$ cat src/rtl/crc32_stream_engine.sv
// rtl/crc32_stream_engine.sv - multi-byte-per-beat CRC-32 engine for framed streams with result handshake
// Optional macro CRC32_ERRCNT_EN adds a saturating bad-frame counter on err_cnt.
module crc32_stream_engine #(
    parameter int          DATA_BYTES = 4,
    parameter logic [31:0] POLY       = 32'h04C11DB7,
    parameter logic [31:0] INIT       = 32'hFFFFFFFF,
    parameter logic [31:0] XOROUT     = 32'hFFFFFFFF,
    parameter logic [31:0] RESIDUE    = 32'hC704DD7B
) (
    input  logic                            clk,
    input  logic                            reset,
    input  logic                            in_valid,
    output logic                            in_ready,
    input  logic [8*DATA_BYTES-1:0]         in_data,
    input  logic                            in_sof,
    input  logic                            in_eof,
    input  logic [$clog2(DATA_BYTES):0]     in_bytes,
    output logic                            res_valid,
    input  logic                            res_ready,
    output logic [31:0]                     res_crc,
    output logic                            res_ok,
    output logic                            ev_drop,
    output logic                            ev_abort
`ifdef CRC32_ERRCNT_EN
    ,
    output logic [15:0]                     err_cnt
`endif
);

    localparam int BW = $clog2(DATA_BYTES) + 1;

    typedef enum logic [0:0] {
        IDLE  = 1'b0,
        FRAME = 1'b1
    } state_t;

    state_t        state_q, state_d;
    logic [31:0]   crc_q, crc_d;
    logic          res_valid_q, res_valid_d;
    logic [31:0]   res_crc_q, res_crc_d;
    logic          res_ok_q, res_ok_d;
    logic          ev_drop_q, ev_drop_d;
    logic          ev_abort_q, ev_abort_d;
`ifdef CRC32_ERRCNT_EN
    logic [15:0]   err_cnt_q, err_cnt_d;
`endif

    logic          accept;
    logic [BW-1:0] lanes;
    logic [31:0]   seed;
    logic [31:0]   crc_beat;

    // MSB-first byte step, no reflection.
    function automatic logic [31:0] crc_byte(input logic [31:0] c, input logic [7:0] b);
        logic [31:0] r;
        r = c ^ {b, 24'h0};
        for (int k = 0; k < 8; k++) begin
            r = r[31] ? ((r << 1) ^ POLY) : (r << 1);
        end
        return r;
    endfunction

    assign in_ready = !res_valid_q || res_ready;
    assign accept   = in_valid && in_ready;

    always_comb begin
        lanes = BW'(DATA_BYTES);
        if (in_eof && (in_bytes != '0) && (in_bytes <= BW'(DATA_BYTES))) begin
            lanes = in_bytes;
        end
        seed     = in_sof ? INIT : crc_q;
        crc_beat = seed;
        for (int i = 0; i < DATA_BYTES; i++) begin
            if (i < int'(lanes)) begin
                crc_beat = crc_byte(crc_beat, in_data[8*i +: 8]);
            end
        end
    end

    always_comb begin
        state_d     = state_q;
        crc_d       = crc_q;
        res_valid_d = res_valid_q && !res_ready;
        res_crc_d   = res_crc_q;
        res_ok_d    = res_ok_q;
        ev_drop_d   = 1'b0;
        ev_abort_d  = 1'b0;
`ifdef CRC32_ERRCNT_EN
        err_cnt_d   = err_cnt_q;
`endif
        if (accept) begin
            if (in_sof || (state_q == FRAME)) begin
                ev_abort_d = in_sof && (state_q == FRAME);
                crc_d      = crc_beat;
                if (in_eof) begin
                    state_d     = IDLE;
                    res_valid_d = 1'b1;
                    res_crc_d   = crc_beat ^ XOROUT;
                    res_ok_d    = (crc_beat == RESIDUE);
`ifdef CRC32_ERRCNT_EN
                    if ((crc_beat != RESIDUE) && (err_cnt_q != 16'hFFFF)) begin
                        err_cnt_d = err_cnt_q + 16'd1;
                    end
`endif
                end else begin
                    state_d = FRAME;
                end
            end else begin
                // Beat outside any frame: dropped, register untouched.
                ev_drop_d = 1'b1;
            end
        end
    end

    always_ff @(posedge clk or negedge reset) begin
        if (!reset) begin
            state_q     <= IDLE;
            crc_q       <= INIT;
            res_valid_q <= 1'b0;
            res_crc_q   <= 32'h0;
            res_ok_q    <= 1'b0;
            ev_drop_q   <= 1'b0;
            ev_abort_q  <= 1'b0;
`ifdef CRC32_ERRCNT_EN
            err_cnt_q   <= 16'h0;
`endif
        end else begin
            state_q     <= state_d;
            crc_q       <= crc_d;
            res_valid_q <= res_valid_d;
            res_crc_q   <= res_crc_d;
            res_ok_q    <= res_ok_d;
            ev_drop_q   <= ev_drop_d;
            ev_abort_q  <= ev_abort_d;
`ifdef CRC32_ERRCNT_EN
            err_cnt_q   <= err_cnt_d;
`endif
        end
    end

    assign res_valid = res_valid_q;
    assign res_crc   = res_crc_q;
    assign res_ok    = res_ok_q;
    assign ev_drop   = ev_drop_q;
    assign ev_abort  = ev_abort_q;
`ifdef CRC32_ERRCNT_EN
    assign err_cnt   = err_cnt_q;
`endif

endmodule

$ cat config.mk
export PLATFORM = sky130hd
export DESIGN_NAME = crc32_stream_engine
export DESIGN_NICKNAME = d
export VERILOG_FILES = /design/src/rtl/crc32_stream_engine.sv
export SDC_FILE = /design/constraint.sdc
export NUM_CORES = 1
export LEC_CHECK = 0
export ABC_AREA = 1
export CAP_MARGIN = 20
export CORE_AREA = 4 4 161 163
export CTS_CLUSTER_SIZE = 28
export DETAILED_ROUTE_END_ITERATION = 6
export DIE_AREA = 0 0 165 167
export SLEW_MARGIN = 30
export SYNTH_ARGS = -nofsm -noshare
export SYNTH_HDL_FRONTEND = slang
export SYNTH_SLANG_ARGS = --single-unit
$ cat constraint.sdc
create_clock -name clk -period 4 [get_ports clk]
set_input_delay 0.8 -clock clk [delete_from_list [all_inputs] [get_ports clk]]
set_output_delay 0.8 -clock clk [all_outputs]
set_load 0.02 [all_outputs]
### Word level (Yosys, flattened, before mapping)

Index checks and enable logic that the tools add are counted.
Widths: inputs -> output; s select.

| word-level totals | value |
|---|---|
| register bits | 69 |
| bits in latches | 0 |
| memory bits (writable) | 0 |
| ROM bits | 0 |
| bits of input ports | 41 |
| output and inout port bits | 37 |
| logic and storage cells | 108 |
| memories | 0 |

| operators by class | value |
|---|---|
| add/sub/neg operators | 0 |
| $mul | 0 |
| divide/modulo/power cells | 0 |
| magnitude comparators | 5 |
| equality and inequality tests | 1 |
| shifts and indexed selects | 0 |
| multiplexer cells | 46 |
| bitwise gates (word level) | 37 |
| reduce and logical (&&, ||, !) cells | 12 |

Operator list:

| cell | count |
|---|---|
| $mux 27 | 32 |
| $not 14->14 | 32 |
| $mux 32 | 5 |
| $xor 32x32->32 | 4 |
| $eq 32x32->1 const B | 1 |
| $not 32->32 | 1 |
| $mux 1 | 8 |
| $lt 1x3->1 const A | 2 |
| $lt 2x3->1 const A | 2 |
| $logic_and 1x1->1 | 5 |
| $le 3x3->1 const B | 1 |
| $mux 3 | 1 |
| $reduce_and 3->1 | 1 |
| $reduce_bool 3->1 | 1 |
| $logic_not 1->1 | 2 |
| $logic_or 1x1->1 | 2 |
| $reduce_and 2->1 | 1 |

### Depth between registers and ports, before layout

Gate-level depths: netlist of the first run.

| logic depth | value |
|---|---|
| word-level depth | 74 |
| mapped depth | 43 |
| gate-level depth less buffers | 41 |

### Worst setup path after synthesis of the first run

Ideal clock, no wire load.

| timing | value |
|---|---|
| kind | input -> register |
| start | in in_sof |
| end | reg res_ok_q (netlist: res_ok) |
| library setup time | 0.065 ns |
| arrival time | 3.853 ns |
| data required time | 3.935 ns |
| path slack | 0.082 ns |
| cell stages on the path | 40 |
| path buffers | 4 |
| path through | buf_6 -> buf_12 -> nor2_2 -> nand2_1 -> nand2_4 -> inv_4 -> nand2_2 -> nand2_2 -> buf_6 -> or2_1 -> nand2_1 -> inv_2 -> nand2_2 -> nand3_2 -> nand2_1 -> nand2_1 -> nand2_4 -> nand2_2 -> (+4 left out) -> nand3_2 -> nand3_1 -> nand2_1 -> buf_6 -> nand2_1 -> nand2_1 -> nand2_2 -> nand2_2 -> inv_2 -> nand2_1 -> nand2_1 -> a21oi_2 -> nand2_1 -> nor2_1 -> nand2_1 -> nor2_1 -> nand2_1 -> nand2_1 |

| on the way | value |
|---|---|
| longest elaborated chain between the ends | 50 |
| elaborated cells between the ends (all ways) | 76 |
| those cells by class | eq/ne: 1; mux: 37; bitwise: 36; reduce/logical: 2 |

Ends and longest elaborated chain:

| what | RTL line | source |
|---|---|---|
| start: declaration | 15 | `input logic in_sof,` |
| $mux 32 | 71 | `seed = in_sof ? INIT : crc_q;` |
| $xor 32x32->32 | 56 | `r = c ^ {b, 24'h0};` |
| $mux 27 or $not 14->14 (tied branches) | - |  |
| $not 14->14 (no line) or $mux 27 (tied branches) | - |  |
| $mux 27 or $not 14->14 (tied branches) (2 in series) | - |  |
| $mux 27 (tied with other cells) (4 in series) | 58 | `r = r[31] ? ((r << 1) ^ POLY) : (r << 1);` |
| $not 14->14 (no line) (tied with other cells) | - |  |
| $mux 27 (tied with other cells) | 58 |  |
| (+29 left out) | - |  |
| $mux 27 (tied with other cells) | 58 |  |
| $not 14->14 (no line) (tied with other cells) | - |  |
| $mux 27 (tied with other cells) | 58 |  |
| $not 14->14 (no line) or $mux 27 (tied branches) | - |  |
| $mux 27 or $not 14->14 (tied branches) (2 in series) | - |  |
| $mux 27 | 58 |  |
| $mux 32 | 74 | `if (i < int'(lanes)) begin` |
| $eq 32x32->1 | 99 | `res_ok_d = (crc_beat == RESIDUE);` |
| end signal: assignment | 132 | `res_ok_q <= res_ok_d;` |
| end: declaration | 41 | `logic res_ok_q, res_ok_d;` |

Several ways; a longest one is shown, not always the timed one.
A chain may end at the register's enable or synchronous reset.

### Worst setup path after layout of the first run

Ends and elaborated chain as after synthesis.

==> flow_summary.toml, run 1 <==
[synth]
yosysWarnings = 0
syn_nets = 1812
ys_types = 47
syn_area_per_cell_sq_um = 5.49
synthCells = 1771
ys_seq_area_frac = 0.182
syn_area_sq_um = 9720
ys_ff_latch = 69

[routing]
first_pass_iters = 7
vias = 13900
wl_per_cell_um = 18.2
routed_wl_um = 47400
drtAntennaViolNets = 0
via_per_inst = 5.32
drtIter0Drc = 1421
route.detailed.drc = 0

[setup_path]
arrival_ns = 4.66
crit_start = "in_sof"
crit_type = "primary input to register"
rrSetupSlack_ns = -0.18
crit_required_ns = 4.27
reg2reg_to = "res_ok"
start_kind = "primary input"
rr_startpoint = "crc_q[31]"
crit_top_cell = "nand2_4"
cpMaxStageDelayCell = "nand2_4"
cpPeakStageDelay_ns = 0.19
end_kind = "register"
crit_fanout = 8
r2r_cells = 37
critPathCapture = "res_ok"

[final_layout]
nNetsFinal = 2316
fin_area_sq_um = 17500
fin_util = 0.720
num_antenna_cells = 0
area_growth_pct = 80.1
fillers = 1989
drive_above_1_share = 0.492

[clocking]
clock_path_buffers = 2
cts-root-buf = "clkbuf_16"
htree_levels = 3
cts_tree = "done"
cts_buffers = 9
clkSlewWorstSetupHoldPaths_ns = 0.05
clock-sinks = 69
clk_latency_ns = 0.33

[global_route]
grt_pass1_wl_um = 69800
overflow = 0
grt_antenna_before_repair = 0
track_usage = 0.323
grt_pass1_vias = 12700
grt_max_degree = 62

[sta]
layout_min_cycle_time_ns = 4.39
timing.final.crit_share = 1.10
hold_violations = 0
slew_violations = 0
tightest_slew_ns = 0.762
fmax_ghz = 0.228
fin_setup_tns_ns = -8.72
finalWorstSetupSlack_ns = -0.393
skew_ns = 0.00813
setup_viol = 52
relSlewSlack = 0.492
rsz0062_at_grt = "yes"

[hold_path]
hp-class = "primary input to async pin"

[floorplanning]
io_pins = 78
die_x_um = 165
fp.dieH_um = 167
fp.dieArea_sq_um = 27600
core_area_sq_um = 24300
rows = 57
start_util = 0.400

[place]
routabilityCongestion = 0.983
io_buffers = 77
pre_cts_slack_ns = -1.19
dp_hpwl_um = 34900
placed_cell_area_sq_um = 13300

[status]
status = "finished with violations"
violations = "negative setup slack"

[job]
maxCapViolations = 0
synth_stat cells, drive strengths merged:
| library cell | n | area [sq um] |
|---|---|---|
| or2 | 9 | 56.3 |
| o21bai | 2 | 18.8 |
| xnor2 | 13 | 121 |
| a21o | 3 | 22.5 |
| xor2 | 29 | 254 |
| dfrtp | 37 | 926 |
| nand4 | 7 | 43.8 |
| nor2 | 71 | 284 |
| clkbuf | 23 | 86.3 |
| a21oi | 10 | 57.6 |
| inv | 139 | 524 |
| o22ai | 1 | 6.26 |
| dlymetal6s2s | 1 | 12.5 |
| bufinv | 1 | 30.0 |
| and2 | 1 | 6.26 |
| o21ai | 69 | 387 |
| nand3b | 11 | 82.6 |
| nand2 | 992 | 4140 |
| a31oi | 7 | 43.8 |
| o21a | 1 | 7.51 |
| buf | 22 | 203 |
| mux2i | 1 | 10.0 |
| nand3 | 286 | 1530 |
| a21boi | 1 | 7.51 |
| dfstp | 32 | 841 |
| nor3 | 2 | 15.0 |
what timing repair did:
item                                    CTS  global route
pin swaps                               151            98
hold endpoints to repair                  0             0
hold buffers                              0             0
resized for setup                       445           288
setup buffers                            73            46
gates cloned                              2             1
endpoints found under the setup margin   65            65
worst min-delay path by stage:
stage / from / to / slack [ns] / cells after the start
2_1_floorplan: state_q / ev_drop / 0.43 / 1
3_3_place_gp: state_q / ev_drop / 0.44 / 1
3_5_place_dp: state_q / ev_drop / 0.45 / 1
4_1_cts: reset / res_crc[6] / 0.31 / 1
5_1_grt: reset / res_crc[24] / 0.31 / 1
6_report: reset / res_crc[17] / 0.31 / 1
cells by family (layout without fill, tap and decap cells):
family,Yosys count,in the layout,synth area share
flops,69,69,0.182
compound gates,94,94,0.0567
xor+xnor,42,42,0.0386
buf+inv,186,694,0.0881
simple gates,1379,1380,0.634
mux,1,1,0.00103
registers in the layout, summed over array words and instances, names as in the netlist:
signal / flops
crc_q: 32
ev_abort: 1
ev_drop: 1
res_crc: 32
res_ok: 1
res_valid: 1
state_q: 1
per-layer routing:
layer,wire length (um),up-vias,share of wire,global-route usage
li1,-,6626,-,-
met5,0,-,0,0
met2,21900,638,0.46,0.520
met4,2240,0,0.047,0.111
met1,19900,6457,0.42,0.451
met3,3400,138,0.072,0.0304
cells in the final DEF (no fill, tap or decap), types with 34 or more instances in the layout:
master	count
nand3_2	89
dfrtp_1	37
clkdlybuf4s50_1	67
buf_6	57
nand2_1	624
inv_1	105
nand2_2	214
nand3_1	163
nand3_4	34
nand2_4	144
nor2_1	47
buf_4	385
stage by stage:
step | instances | hold WS, ns
2_1_floorplan | 1771 | 0.429
3_3_place_gp | 2468 | 0.442
3_5_place_dp | 2468 | 0.450
4_1_cts | 2558 | 0.308
5_1_grt | 2604 | 0.312
6_report | 2604 | 0.310
final cells by class:
class                      count  area (sq um)  area share
inverter                     140           579      0.0331
timing repair buffer         538          4690       0.268
multi-input combinational   1517          9710       0.555
clock inverter                 5           108     0.00615
sequential                    69          1770       0.101
tap                          324           405      0.0232
clock buffer                  11           233      0.0133
worst max-delay path: cells and delay by family:
family / cells / cell delay (ns)
AOI/OAI and AO/OA: 1 / 0.19
buffers and inverters: 8 / 1.01
and+or+nand+nor: 29 / 2.62
Power of run 1 is not shown: default switching activity piles up to over one toggle a cycle in this logic, so the estimate is an artifact.
==> run 2, diff against run 1 <==
--- a/config.mk
+++ b/config.mk
@@ -6,7 +6,7 @@
 export NUM_CORES = 1
 export LEC_CHECK = 0
 export ABC_AREA = 1
-export CAP_MARGIN = 20
+export CAP_MARGIN = 0
 export CORE_AREA = 4 4 161 163
 export CTS_CLUSTER_SIZE = 28
 export DETAILED_ROUTE_END_ITERATION = 6
==> results of run 2 <==
The final DEF is identical to that of run 1; final timing and power are the same.
Power of run 2 is left out for the same reason.
==> run 3, diff against run 2 <==
--- a/config.mk
+++ b/config.mk
@@ -7,10 +7,11 @@
 export LEC_CHECK = 0
 export ABC_AREA = 1
 export CAP_MARGIN = 0
-export CORE_AREA = 4 4 161 163
+export CORE_AREA = 2 2 159 161
 export CTS_CLUSTER_SIZE = 28
 export DETAILED_ROUTE_END_ITERATION = 6
-export DIE_AREA = 0 0 165 167
+export DIE_AREA = 0 0 161 163
+export RECOVER_POWER = 50
 export SLEW_MARGIN = 30
 export SYNTH_ARGS = -nofsm -noshare
 export SYNTH_HDL_FRONTEND = slang
==> run 3 against run 2 <==
Against the previous run:
- the run ends with max-capacitance violations, max-slew violations, negative setup slack left
- maximum frequency up 1.2%
- clock-buffer cell count unchanged
- hold slack improved by 0.15 ns
- sequential share of layout area down 0.39 points
- clock skew grew 0.0039 ns
==> flow_summary.toml, run 3 (synthesis results as in run 1) <==
[status]
status = "finished with violations"
violations = "max-capacitance violations, max-slew violations, negative setup slack"

[sta]
tightest_slew_ns = 1.97
slew_violations = 38
rsz0062_at_grt = "yes"
layout_min_cycle_time_ns = 4.34
relSlewSlack = -0.314
hold_violations = 0
fmax_ghz = 0.230
skew_ns = 0.0120
timing.final.crit_share = 1.09
setup_viol = 51
finalWorstSetupSlack_ns = -0.343

[global_route]
overflow = 0
grt_antenna_before_repair = 0
grt_max_degree = 47
grt_pass1_wl_um = 71000
track_usage = 0.350
grt_pass1_vias = 13000

[setup_path]
cpPeakStageDelay_ns = 0.25
rrSetupSlack_ns = -0.14
crit_type = "primary input to register"
start_kind = "primary input"
end_kind = "register"
arrival_ns = 4.62
cpMaxStageDelayCell = "dlygate4sd2_1"
reg2reg_to = "res_ok"
rr_startpoint = "crc_q[31]"
r2r_cells = 37
crit_required_ns = 4.28
crit_fanout = 6

[floorplanning]
fp.dieH_um = 163
rows = 58
start_util = 0.394
core_area_sq_um = 24700
io_pins = 78
die_x_um = 161
fp.dieArea_sq_um = 26200

[routing]
route.detailed.drc = 0
drtAntennaViolNets = 0
vias = 14100
first_pass_iters = 7
drtIter0Drc = 1053
via_per_inst = 5.27
wl_per_cell_um = 18.4
routed_wl_um = 49100

[clocking]
clk_latency_ns = 0.34
hold_buffers = 0
cts_buffers = 9
clock-sinks = 69
clkSlewWorstSetupHoldPaths_ns = 0.06
htree_levels = 3
clock_path_buffers = 2
cts-root-buf = "clkbuf_16"
cts_tree = "done"

[final_layout]
fin_area_sq_um = 18200
layout_common_cells = "nand2_1 (597), buf_4 (448), nand2_2 (262)"
drive_above_1_share = 0.536
area_growth_pct = 87.4
mostFrequentLayoutCell = "nand2_1"
nNetsFinal = 2374

[hold_path]
hp-class = "register to register"
hold-path-endpoint = "ev_drop"
hp-start = "state_q"
hold_depth = 1

[place]
routabilityCongestion = 0.968
io_buffers = 77
placed_cell_area_sq_um = 13600
pre_cts_slack_ns = -1.18
dp_hpwl_um = 35700

[job]
maxCapViolations = 1
[run 3: changes by cell type in the layout (fill, tap and decap cells not counted), sizes merged, moves of 2 or more]
cell	previous run	this run
buf	463	520
bufinv	4	1
clkbuf	11	13
clkdlybuf4s15	1	3
dlygate4sd2	7	5
inv	139	141
[run 3: worst max-delay path by stage]
stage | depth (start not counted) | slack (ns) | from | to
finish | 37 | -0.34 | in_data[4] | res_ok
global route | 37 | -0.56 | in_data[4] | res_ok
CTS | 42 | -0.15 | in_sof | res_ok
detailed placement | 38 | -1.18 | in_data[7] | res_ok
global placement | 39 | -1.15 | in_data[7] | res_ok
floorplan | 40 | 0.08 | in_sof | res_ok
[run 3: metal layers]
metal	up-vias	part of all wire	GRT usage
met4	0	0.055	0.158
met2	568	0.47	0.582
met5	-	0	0
met1	6622	0.42	0.464
li1	6724	-	-
met3	152	0.054	0.0275
[run 3: worst max-delay path: cells and delay by family]
kind	cells	cell delay, ns
simple gates	28	2.50
xor+xnor	1	0.17
compound gates	1	0.10
buf+inv	7	1.04
[run 3: metrics by stage]
stage	utilization	hold slack, ns	std cells	setup TNS [ns]
after global placement	0.549	0.443	2509	-54.38
final	0.738	0.459	2669	-8.30
after detailed placement	0.549	0.457	2509	-54.43
after CTS	0.665	0.467	2613	-1.54
after global routing	0.738	0.487	2668	-19.98
after floorplan	-	0.429	1771	0
[run 3: cell type report]
type	instances	area (sq um)
Fill cell	2014	6460
Antenna cell	1	2.50
Inverter	140	584
Clock inverter	5	36.3
Sequential cell	69	1770
Clock buffer	11	275
Timing Repair Buffer	597	5100
Multi-Input combinational cell	1516	10000
Tap cell	330	413
[run 3: timing repair]
| action | 4_1_cts | 5_1_grt |
|---|---|---|
| pin swaps | 202 | 217 |
| resized for setup | 496 | 320 |
| setup buffers | 92 | 55 |
| endpoints found under the setup margin | 65 | 65 |
| endpoints found under the hold margin | 0 | 0 |
| cloned | 1 | 0 |
Power of run 3 is left out for the same reason.
